--- src/rtl/cic_decim_mc.sv ---
// -----------------------------------------------------------------------------
// cic_decim_mc
//   Multichannel N-stage CIC decimator (differential delay 1) feeding the FIR.
//   Time-interleaved input samples carry a channel index. Each channel is
//   integrated, decimated by a runtime ratio R, comb-filtered, scaled by a
//   runtime arithmetic right shift and saturated to OUTPUT_WIDTH.
//
//   Pipeline (k = accepting edge):
//     edge k   : integrator chain update, decimation counter, comb input latch
//     edge k+1 : comb chain + shift + saturate into the scale register
//     edge k+2 : output register (Data_Out / Data_Out_ChIdx / Data_Out_Valid)
//
//   Configuration is a two-word sequence: word0 = R (clamped to 2..MAX_DECIM),
//   word1[5:0] = SHIFT (clamped to ACC_WIDTH-1). The second word clears all
//   channel state and the comb input register.
//
//   Optional build macro CIC_ROUND_EN: adds 2^(SHIFT-1) before the shift
//   (round half up). Without it the shift truncates. Latency is unchanged.
//
// Ports
//   CLK, RST        clock; asynchronous active-high reset
//   isConfig        config word strobe (one cycle per word)
//   Data_Config_In  config word
//   isConfigACK     one-cycle pulse per accepted config word
//   isConfigDone    one-cycle pulse together with the second ACK
//   Data_In         signed input sample
//   Data_In_Valid   input sample qualifier
//   Data_In_ChIdx   channel of Data_In
//   Data_Out        signed decimated, scaled, saturated sample
//   Data_Out_Valid  one-cycle output qualifier
//   Data_Out_ChIdx  channel of Data_Out
// -----------------------------------------------------------------------------
`timescale 1ns/1ps

module cic_decim_mc #(
  parameter int INPUT_WIDTH  = 24,
  parameter int OUTPUT_WIDTH = 24,
  parameter int CIC_STAGES   = 3,
  parameter int MAX_DECIM    = 64,
  parameter int NUM_CHANNELS = 2,
  parameter int ACC_WIDTH    = 42,
  parameter int CONFIG_WIDTH = 24
) (
  input  logic                           CLK,
  input  logic                           RST,
  input  logic                           isConfig,
  input  logic [CONFIG_WIDTH-1:0]        Data_Config_In,
  output logic                           isConfigACK,
  output logic                           isConfigDone,
  input  logic signed [INPUT_WIDTH-1:0]  Data_In,
  input  logic                           Data_In_Valid,
  input  logic [3:0]                     Data_In_ChIdx,
  output logic signed [OUTPUT_WIDTH-1:0] Data_Out,
  output logic                           Data_Out_Valid,
  output logic [3:0]                     Data_Out_ChIdx
);

  localparam int CH_W  = (NUM_CHANNELS > 1) ? $clog2(NUM_CHANNELS) : 1;
  localparam int CNT_W = $clog2(MAX_DECIM);
  localparam int R_W   = CNT_W + 1;
  localparam int SH_W  = 6;

  typedef enum logic {ST_IDLE, ST_W1} cfg_state_e;

  // ---------------------------------------------------------------------------
  // Configuration FSM
  // ---------------------------------------------------------------------------
  cfg_state_e        state_q, state_d;
  logic [R_W-1:0]    r_q, r_d;
  logic [SH_W-1:0]   shift_q, shift_d;
  logic              ack_q, ack_d;
  logic              done_q, done_d;
  logic              clear_chan;

  // NOTE: every always_comb output gets a default before the case so no path
  // leaves a variable unassigned, which would otherwise infer a latch.
  always_comb begin
    state_d    = state_q;
    r_d        = r_q;
    shift_d    = shift_q;
    ack_d      = 1'b0;
    done_d     = 1'b0;
    clear_chan = 1'b0;
    case (state_q)
      ST_IDLE: begin
        if (isConfig) begin
          if (Data_Config_In < CONFIG_WIDTH'(2))
            r_d = R_W'(2);
          else if (Data_Config_In > CONFIG_WIDTH'(MAX_DECIM))
            r_d = R_W'(MAX_DECIM);
          else
            r_d = Data_Config_In[R_W-1:0];
          ack_d   = 1'b1;
          state_d = ST_W1;
        end
      end
      ST_W1: begin
        if (isConfig) begin
          if (Data_Config_In[SH_W-1:0] > SH_W'(ACC_WIDTH-1))
            shift_d = SH_W'(ACC_WIDTH-1);
          else
            shift_d = Data_Config_In[SH_W-1:0];
          ack_d      = 1'b1;
          done_d     = 1'b1;
          clear_chan = 1'b1;
          state_d    = ST_IDLE;
        end
      end
      default: state_d = ST_IDLE;
    endcase
  end

  // NOTE: sequential state uses non-blocking assignments so every flop samples
  // the pre-edge values of the others, independent of statement order.
  always_ff @(posedge CLK or posedge RST) begin
    if (RST) begin
      state_q <= ST_IDLE;
      r_q     <= R_W'(4);
      shift_q <= '0;
      ack_q   <= 1'b0;
      done_q  <= 1'b0;
    end else begin
      state_q <= state_d;
      r_q     <= r_d;
      shift_q <= shift_d;
      ack_q   <= ack_d;
      done_q  <= done_d;
    end
  end

  assign isConfigACK  = ack_q;
  assign isConfigDone = done_q;

  // ---------------------------------------------------------------------------
  // Integrator chain and decimation counters (edge k)
  // ---------------------------------------------------------------------------
  logic signed [ACC_WIDTH-1:0] integ_q [NUM_CHANNELS][CIC_STAGES];
  logic signed [ACC_WIDTH-1:0] dly_q   [NUM_CHANNELS][CIC_STAGES];
  logic [CNT_W-1:0]            cnt_q   [NUM_CHANNELS];

  logic                        accept;
  logic [CH_W-1:0]             ch_sel;
  logic                        cnt_last;
  logic signed [ACC_WIDTH-1:0] x_ext;
  logic signed [ACC_WIDTH-1:0] int_d [CIC_STAGES];

  // A config strobe in the same cycle wins over the sample.
  assign accept = Data_In_Valid && !isConfig && (state_q == ST_IDLE) &&
                  ({1'b0, Data_In_ChIdx} < 5'(NUM_CHANNELS));
  assign ch_sel   = Data_In_ChIdx[CH_W-1:0];
  assign cnt_last = ({1'b0, cnt_q[ch_sel]} == (r_q - 1'b1));
  assign x_ext    = {{(ACC_WIDTH-INPUT_WIDTH){Data_In[INPUT_WIDTH-1]}}, Data_In};

  // Whole chain settles in one cycle; additions wrap modulo 2^ACC_WIDTH.
  always_comb begin
    int_d[0] = integ_q[ch_sel][0] + x_ext;
    for (int s = 1; s < CIC_STAGES; s++)
      int_d[s] = integ_q[ch_sel][s] + int_d[s-1];
  end

  // ---------------------------------------------------------------------------
  // Comb input register, comb chain, scale and saturate (edge k+1)
  // ---------------------------------------------------------------------------
  logic                           p1_v_q;
  logic signed [ACC_WIDTH-1:0]    p1_data_q;
  logic [3:0]                     p1_ch_q;
  logic [CH_W-1:0]                p1_sel;
  logic signed [ACC_WIDTH-1:0]    comb_c [CIC_STAGES];
  logic signed [ACC_WIDTH:0]      ext;
  logic signed [ACC_WIDTH:0]      rounded;
  logic signed [ACC_WIDTH:0]      shifted;
  logic [ACC_WIDTH-OUTPUT_WIDTH+1:0] hi;
  logic signed [OUTPUT_WIDTH-1:0] sat;
`ifdef CIC_ROUND_EN
  logic signed [ACC_WIDTH:0]      half;
`endif

  assign p1_sel = p1_ch_q[CH_W-1:0];

  always_comb begin
    comb_c[0] = p1_data_q - dly_q[p1_sel][0];
    for (int s = 1; s < CIC_STAGES; s++)
      comb_c[s] = comb_c[s-1] - dly_q[p1_sel][s];
    // One guard bit keeps the rounding add from overflowing.
    ext = {comb_c[CIC_STAGES-1][ACC_WIDTH-1], comb_c[CIC_STAGES-1]};
`ifdef CIC_ROUND_EN
    half    = ((ACC_WIDTH+1)'(1) << shift_q) >> 1;
    rounded = ext + half;
`else
    rounded = ext;
`endif
    shifted = rounded >>> shift_q;
    // In range when every bit above the output sign bit equals it.
    hi = shifted[ACC_WIDTH:OUTPUT_WIDTH-1];
    if (&hi || ~|hi)
      sat = shifted[OUTPUT_WIDTH-1:0];
    else if (shifted[ACC_WIDTH])
      sat = {1'b1, {(OUTPUT_WIDTH-1){1'b0}}};
    else
      sat = {1'b0, {(OUTPUT_WIDTH-1){1'b1}}};
  end

  // NOTE: channel state lives in flops rather than RAM, so it takes the async
  // reset and the synchronous config clear directly.
  always_ff @(posedge CLK or posedge RST) begin
    if (RST) begin
      for (int c = 0; c < NUM_CHANNELS; c++) begin
        cnt_q[c] <= '0;
        for (int s = 0; s < CIC_STAGES; s++) begin
          integ_q[c][s] <= '0;
          dly_q[c][s]   <= '0;
        end
      end
      p1_v_q    <= 1'b0;
      p1_data_q <= '0;
      p1_ch_q   <= '0;
    end else if (clear_chan) begin
      for (int c = 0; c < NUM_CHANNELS; c++) begin
        cnt_q[c] <= '0;
        for (int s = 0; s < CIC_STAGES; s++) begin
          integ_q[c][s] <= '0;
          dly_q[c][s]   <= '0;
        end
      end
      p1_v_q    <= 1'b0;
      p1_data_q <= '0;
      p1_ch_q   <= '0;
    end else begin
      if (accept) begin
        for (int s = 0; s < CIC_STAGES; s++)
          integ_q[ch_sel][s] <= int_d[s];
        if (cnt_last) begin
          cnt_q[ch_sel] <= '0;
          p1_data_q     <= int_d[CIC_STAGES-1];
          p1_ch_q       <= Data_In_ChIdx;
        end else begin
          cnt_q[ch_sel] <= cnt_q[ch_sel] + 1'b1;
        end
      end
      p1_v_q <= accept && cnt_last;
      if (p1_v_q) begin
        dly_q[p1_sel][0] <= p1_data_q;
        for (int s = 1; s < CIC_STAGES; s++)
          dly_q[p1_sel][s] <= comb_c[s-1];
      end
    end
  end

  // ---------------------------------------------------------------------------
  // Scale register (edge k+1) and output register (edge k+2)
  // ---------------------------------------------------------------------------
  logic                           p2_v_q;
  logic signed [OUTPUT_WIDTH-1:0] p2_data_q;
  logic [3:0]                     p2_ch_q;
  logic                           out_v_q;
  logic signed [OUTPUT_WIDTH-1:0] out_data_q;
  logic [3:0]                     out_ch_q;

  always_ff @(posedge CLK or posedge RST) begin
    if (RST) begin
      p2_v_q     <= 1'b0;
      p2_data_q  <= '0;
      p2_ch_q    <= '0;
      out_v_q    <= 1'b0;
      out_data_q <= '0;
      out_ch_q   <= '0;
    end else begin
      p2_v_q  <= p1_v_q;
      out_v_q <= p2_v_q;
      if (p1_v_q) begin
        p2_data_q <= sat;
        p2_ch_q   <= p1_ch_q;
      end
      if (p2_v_q) begin
        out_data_q <= p2_data_q;
        out_ch_q   <= p2_ch_q;
      end
    end
  end

  assign Data_Out       = out_data_q;
  assign Data_Out_Valid = out_v_q;
  assign Data_Out_ChIdx = out_ch_q;

endmodule

--- config.mk ---
export PLATFORM = sky130hd
export DESIGN_NAME = cic_decim_mc
export DESIGN_NICKNAME = d
export VERILOG_FILES = /design/src/rtl/cic_decim_mc.sv
export SDC_FILE = /design/constraint.sdc
export NUM_CORES = 2
export LEC_CHECK = 0
export ABC_AREA = 0
export BUFFER_PORTS_ARGS = -buffer_cell sky130_fd_sc_hd__buf_2
export CORE_AREA = 2 2 306 308
export CTS_CLUSTER_DIAMETER = 200
export DETAILED_ROUTE_END_ITERATION = 8
export DIE_AREA = 0 0 308 310
export GPL_TIMING_DRIVEN = 0
export SETUP_SLACK_MARGIN = 0.02
export SYNTH_ARGS = -nofsm -noshare
export SYNTH_HDL_FRONTEND = slang
export SYNTH_SLANG_ARGS = --single-unit
export TNS_END_PERCENT = 10
--- constraint.sdc ---
create_clock -name CLK -period 57.5 [get_ports CLK]
set_input_delay 11.5 -clock CLK [delete_from_list [all_inputs] [get_ports CLK]]
set_output_delay 11.5 -clock CLK [all_outputs]
set_load 0.02 [all_outputs]
Yosys cells after proc, flatten, opt, wreduce, memory -nomap -nowiden

Cells that the tools add are included.

Register bits: 637
Bits of input ports: 56
Output and inout port bits: 31
Logic and storage cells: 121

Add/subtract/negate cells: 8
Order comparisons: 8
Equal/unequal tests: 1
Shift-type cells: 1
Mux-type cells: 53
Bitwise gates (word level): 5
Reduce and logical (&&, ||, !) cells: 17

Operator list:

| cell                                                                              | number |
|---|---|
| 252-bit bitwise mux                                                               | 6 |
| 126-bit two-way mux                                                               | 8 |
| 252-bit two-way mux                                                               | 4 |
| 126-bit demux with 1-bit select                                                   | 6 |
| 42-bit two-way mux                                                                | 5 |
| 84-bit two-way mux                                                                | 2 |
| 42-bit subtractor                                                                 | 3 |
| 42-bit adder                                                                      | 2 |
| 24-bit two-way mux                                                                | 2 |
| 42-bit by 6-bit >>> shifter with 43-bit output                                    | 1 |
| 42-bit by 24-bit adder with 42-bit output                                         | 1 |
| 12-bit two-way mux                                                                | 3 |
| 6-bit two-way mux                                                                 | 5 |
| 24-bit by 7-bit greater-than comparator with 1-bit output (second input constant) | 1 |
| 24-bit by 2-bit less-than comparator with 1-bit output (second input constant)    | 1 |
| 20-bit AND reduction                                                              | 1 |
| 20-bit OR reduction                                                               | 1 |
| 7-bit two-way mux                                                                 | 2 |
| 12-bit AND                                                                        | 1 |
| 12-bit bitwise mux                                                                | 1 |
| 4-bit two-way mux                                                                 | 3 |
| 12-bit NOT                                                                        | 1 |
| 6-bit by 7-bit equality test with 1-bit output                                    | 1 |
| 7-bit by 1-bit subtractor with 7-bit output (second input constant)               | 1 |
| other kinds (15)                                                                  | 31 |

Logic depth before layout (Yosys ltp)

Word-level depth: 12
Depth in mapped cells: 51

Least setup slack after synthesis

Ideal clock, no wire load.

Path type: input to register
From: in Data_In_ChIdx[0]
To: reg integ_q[40] (netlist name)
Data arrival time: 19767 ps
Required time: 57370 ps
Slack: 37603 ps
Cell stages on the path: 41
Cells stage by stage: clkbuf_1 -> buf_1 -> buf_1 -> mux2_2 -> ha_1 -> fa_1 -> a21o_1 -> a21oi_1 -> nor2b_1 -> o31ai_1 -> nand2b_1 -> a21oi_1 -> o21bai_1 -> a21oi_1 -> xnor2_1 -> ha_1 -> and3_1 -> a31o_2 -> [... 5 more ...] -> a21oi_1 -> xnor2_1 -> ha_1 -> and4_1 -> and3_1 -> a31oi_1 -> o21ai_0 -> a21oi_1 -> a21bo_2 -> nand4_1 -> nand4b_1 -> a21oi_1 -> o21ba_2 -> o21ai_0 -> a21bo_2 -> a221oi_1 -> xor2_1 -> o21ai_0

Cells in the longest elaborated chain, start to end: 10

Ends and longest elaborated chain:

| what                                                             | line          | text |
|---|---|---|
| from (decl)                                                      | 52            | `input logic [3:0] Data_In_ChIdx,` |
| 1-bit NOT with 2-bit output (implied by the code)                | 156, 158, 231 |  |
| 126-bit two-way mux (implied by the code) (3 in a row)           | 158           | `int_d[s] = integ_q[ch_sel][s] + int_d[s-1];` |
| 42-bit by 24-bit adder with 42-bit output                        | 156           | `int_d[0] = integ_q[ch_sel][0] + x_ext;` |
| 42-bit adder or 252-bit bitwise mux (tied branches) (2 in a row) | 158, 231      |  |
| 252-bit bitwise mux                                              | 231           | `integ_q[ch_sel][s] <= int_d[s];` |
| 252-bit two-way mux                                              | 229           | `if (accept) begin` |
| 252-bit two-way mux                                              | 217           | `end else if (clear_chan) begin` |
| to (signal, indexed assignment)                                  | 231           |  |
| to (decl)                                                        | 137           | `logic signed [ACC_WIDTH-1:0] integ_q [NUM_CHANNELS][CIC_STAGES];` |

Several ways; a longest one is shown, not always the timed one. The select of a mux whose other input is x is not followed.
A chain may end at the register's enable or synchronous reset.

Final worst setup path

Same ends and word-level chain as after synthesis.

==> results.md <==
- Status: completed
- Number of global-route vias before repair: between 30000 and 40000
- Placed standard-cell area: 43300 um2
- Clk slew on worst S/H paths: roughly 60 ps
- Arrival time worst endpoint: ~22000 ps
- Critical Path Start: Data_In_ChIdx[0]
- Crit Path Category: in2reg
- Setup bufs post-CTS: 0
- Synth warn: 0
- DRC: 0
- Final RePlAce weighted congestion: 0.936
- Placed wire-length estimate: 92.3 mm
- Worst Setup Start Kind: primary input
- Final TNS setup: 0 ps
- TritonCTS buffer count: between 70 and 80
- P_int: between 0.0008 and 0.0009 W
- Die Span X: about 310 um
- Async SR Flop Fraction: 100%
- Root Buffer: clkbuf_16
- Row count: 112
- DR WL/cell: ~22 um
- CP Data Required Time: a little under 60000 ps
- Vias/cell: around 6
- Congestion Overflow GR: 0
- Clock share of power: a little under two fifths
- RSZ-0062 raised after global routing: no
- PwrDens: 28.7 nW/um2
- CTS tree: yes
- CP most frequent cell: a21oi_1
- Vias post-DR: ~33000
- Antenna cells: 0
- Max incr delay on CP: between 600 and 700 ps
- Die Area: around 95000 um2
- Seq pwr share: between 30 and 40%
- Mean area per synthesized cell: ~10 um2
- Clk_skew: between 20 and 30 ps
- Slew HR: around 16%
- Area leader, netlist: dfrtp_1
- Distinct cells, synth: between 100 and 150
- Syn_nets: 4405
- Starting DRC count in detailed routing: 2300
- NumNets Final: 4574
- H-tree levels: 3
- Post-place setup slack: roughly 35000 ps
- Clock latency on the worst-skew pair: around 650 ps
- Antenna viol nets, final: 0
- Maximum clock path buffer count: 3
- Slowest cell on crit path: buf_1
- CP endpoint kind: flop
- Reg-to-reg setup timing slack: approximately 44000 ps
- # Max-Cap Violations: 0
- Critical Path End: integ_q[40]
- Lkg Pwr: between 20 and 25 nW
- Post-cts resize count: 0
- Hold Buf Count CTS: 0
- Final Power: about 0.0013 W
- Achievable Freq: 0.0464 GHz
- P_sw: about 0.00047 W
- R2R cell count: 47
- Slew Viols, Final: 0
- Post-route setup slack: ~36000 ps
- Most frequent cells after synthesis: dfrtp_1 (636), a22o_1 (507), a21oi_1 (259), ha_1 (251), nand2_1 (240)
- Most frequent cell after synthesis: dfrtp_1
- Reg-to-Reg Start: p1_ch_q[0]
- Synth top area share: slightly below 40%
- Netlist Area Pre-Place: around 41000 um2
- Initial Utilization: 44.5%
- Layout Area Growth over Synthesis: 11.2%
- Tot GR Track Use: roughly 25%
- Worst Tran Pin Value: between 1000 and 1500 ps
- First-pass GRT wire length: between 150 and 200 mm
- Core region area: around 90000 um2
- Die height: about 310 um
- Pre-Repair DR Iteration Count: 5
- Synth Instances: slightly above 4000
- Ys flop type: dfrtp_1
- Total routed wirelength: about 120 mm
- # IOs: 87
- Type of the worst min-delay path: reg2reg
- Max VDD drop: around 24 uV
- Clock Sinks: roughly 640
- EDFF count, synth: 0
- Antenna violations before repair: 0
- Final period utilization: between 30% and 40%
- Fraction of final layout cells sized beyond drive strength 1: between 10% and 20%
- Final Instance Area: about 46000 um2
- Critical Path Fanout Max: 10
- Yosys reg bits: around 640
- Origin of the worst min-delay path: p2_v_q
- Register area share after synthesis: about two fifths
- Switching portion of total power: 35.6%
- Synth area leaders: dfrtp_1 (39%), a22o_1 (11%), ha_1 (7.6%)
- PortBufs: between 80 and 90
- Largest net degree at the start of global routing: between 100 and 150
- RR Endpoint: p2_data_q[9]
- Minimum clock period: between 20000 and 25000 ps
- Comb power frac: 27.7%
- Fin. Hold Viols: 0
- Final Setup Violations: 0
==> cell families (layout without fill, tap and decap cells) <==
logic type               after synthesis  count (layout)  synth area share, %
AO/OA/AOI/OAI                       1428            1428                 25.8
XOR/XNOR                             236             236                 5.13
adder cells (fa/ha/maj)              257             257                 7.92
buffers and inverters                340             569                 3.18
flip-flops                           637             637                 38.7
multiplexers                         364             364                 9.65
AND/OR/NAND/NOR                      830             830                 9.64
==> cell type report <==
class | count | area [um2]
plain buffers | 231 | 901
clock buffers | 102 | 2080
clock inverters | 35 | 397
fillers | 8615 | 46700
inverters | 109 | 417
multi-input cells | 3115 | 23900
flip-flops and latches | 637 | 15900
well taps | 1197 | 1500
repair buffers | 92 | 606
==> metrics by stage <==
stage	std cells	hold slack, ps	utilization (%)
after global placement	5374	398	46.6
after CTS	5518	421	49.5
after global routing	5518	418	49.5
after floorplan	4092	352	-
after detailed placement	5381	401	46.8
final	5518	416	49.5
==> power by group through the flow <==
stage	logic (W)	clock network, W	registers (W)
after floorplan	0.000246	0	0.000471
after detailed placement	0.000358	0	0.000473
after CTS	0.000359	0.000493	0.000465
after global routing	0.000393	0.000513	0.000466
final	0.000364	0.000486	0.000465
after global placement	0.000357	0	0.000474
==> worst max-delay path: cells and delay by family <==
kind | cells | cell delay (ps)
xor gates and xnor gates | 3 | 840
and+or+nand+nor | 7 | 1200
AOI/OAI and AO/OA | 22 | 5080
adders and majority gates | 4 | 1460
muxes | 1 | 410
buffers and inverters | 3 | 1540
==> per-layer routing <==
layer / share of wire, % / global-route usage [%] / up-vias
li1: - / - / 15828
met1: 44 / 32.8 / 16685
met2: 48 / 43.5 / 739
met3: 3.7 / 2.79 / 214
met4: 3.5 / 8.77 / 0
met5: 0 / 0 / -
==> sequential cells by signal, summed over array words and instances, names as in the netlist, 4 cells and up <==
register        count
p1_ch_q             4
r_q                 7
Data_Out           24
cnt_q              12
integ_q           252
shift_q             6
p2_ch_q             4
dly_q             252
Data_Out_ChIdx      4
p1_data_q          42
p2_data_q          24
==> worst min-delay path by stage <==
stage / to / depth (start not counted) / slack [ps]
floorplan: Data_Out_Valid / 0 / 350
global placement: Data_Out_Valid / 0 / 400
detailed placement: Data_Out_Valid / 0 / 400
CTS: Data_Out_Valid / 0 / 420
global route: Data_Out_Valid / 0 / 420
finish: Data_Out_Valid / 0 / 420
==> cells in the final DEF (no fill, tap or decap), types with 24 or more instances in the layout <==
cell type	netlist	final
dfrtp_1	636	636
a22o_1	507	507
a21oi_1	259	258
ha_1	251	251
nand2_1	240	240
nor2_1	227	226
clkbuf_1	181	198
o21ai_0	184	184
mux2i_1	180	180
mux2_2	175	175
xnor2_1	165	165
inv_1	105	104
buf_2	6	91
a21o_1	86	86
clkbuf_16	0	75
xor2_1	66	66
nor3_1	61	60
nand3_1	55	55
a211oi_1	52	52
o21a_1	43	43
nand2b_1	43	43
buf_1	40	40
o21bai_1	37	37
and3_1	37	37
a31oi_1	28	28
o211ai_1	27	27
and2_1	25	25
nor2b_1	24	24
Note: power is estimated with default switching activity, not from simulation.
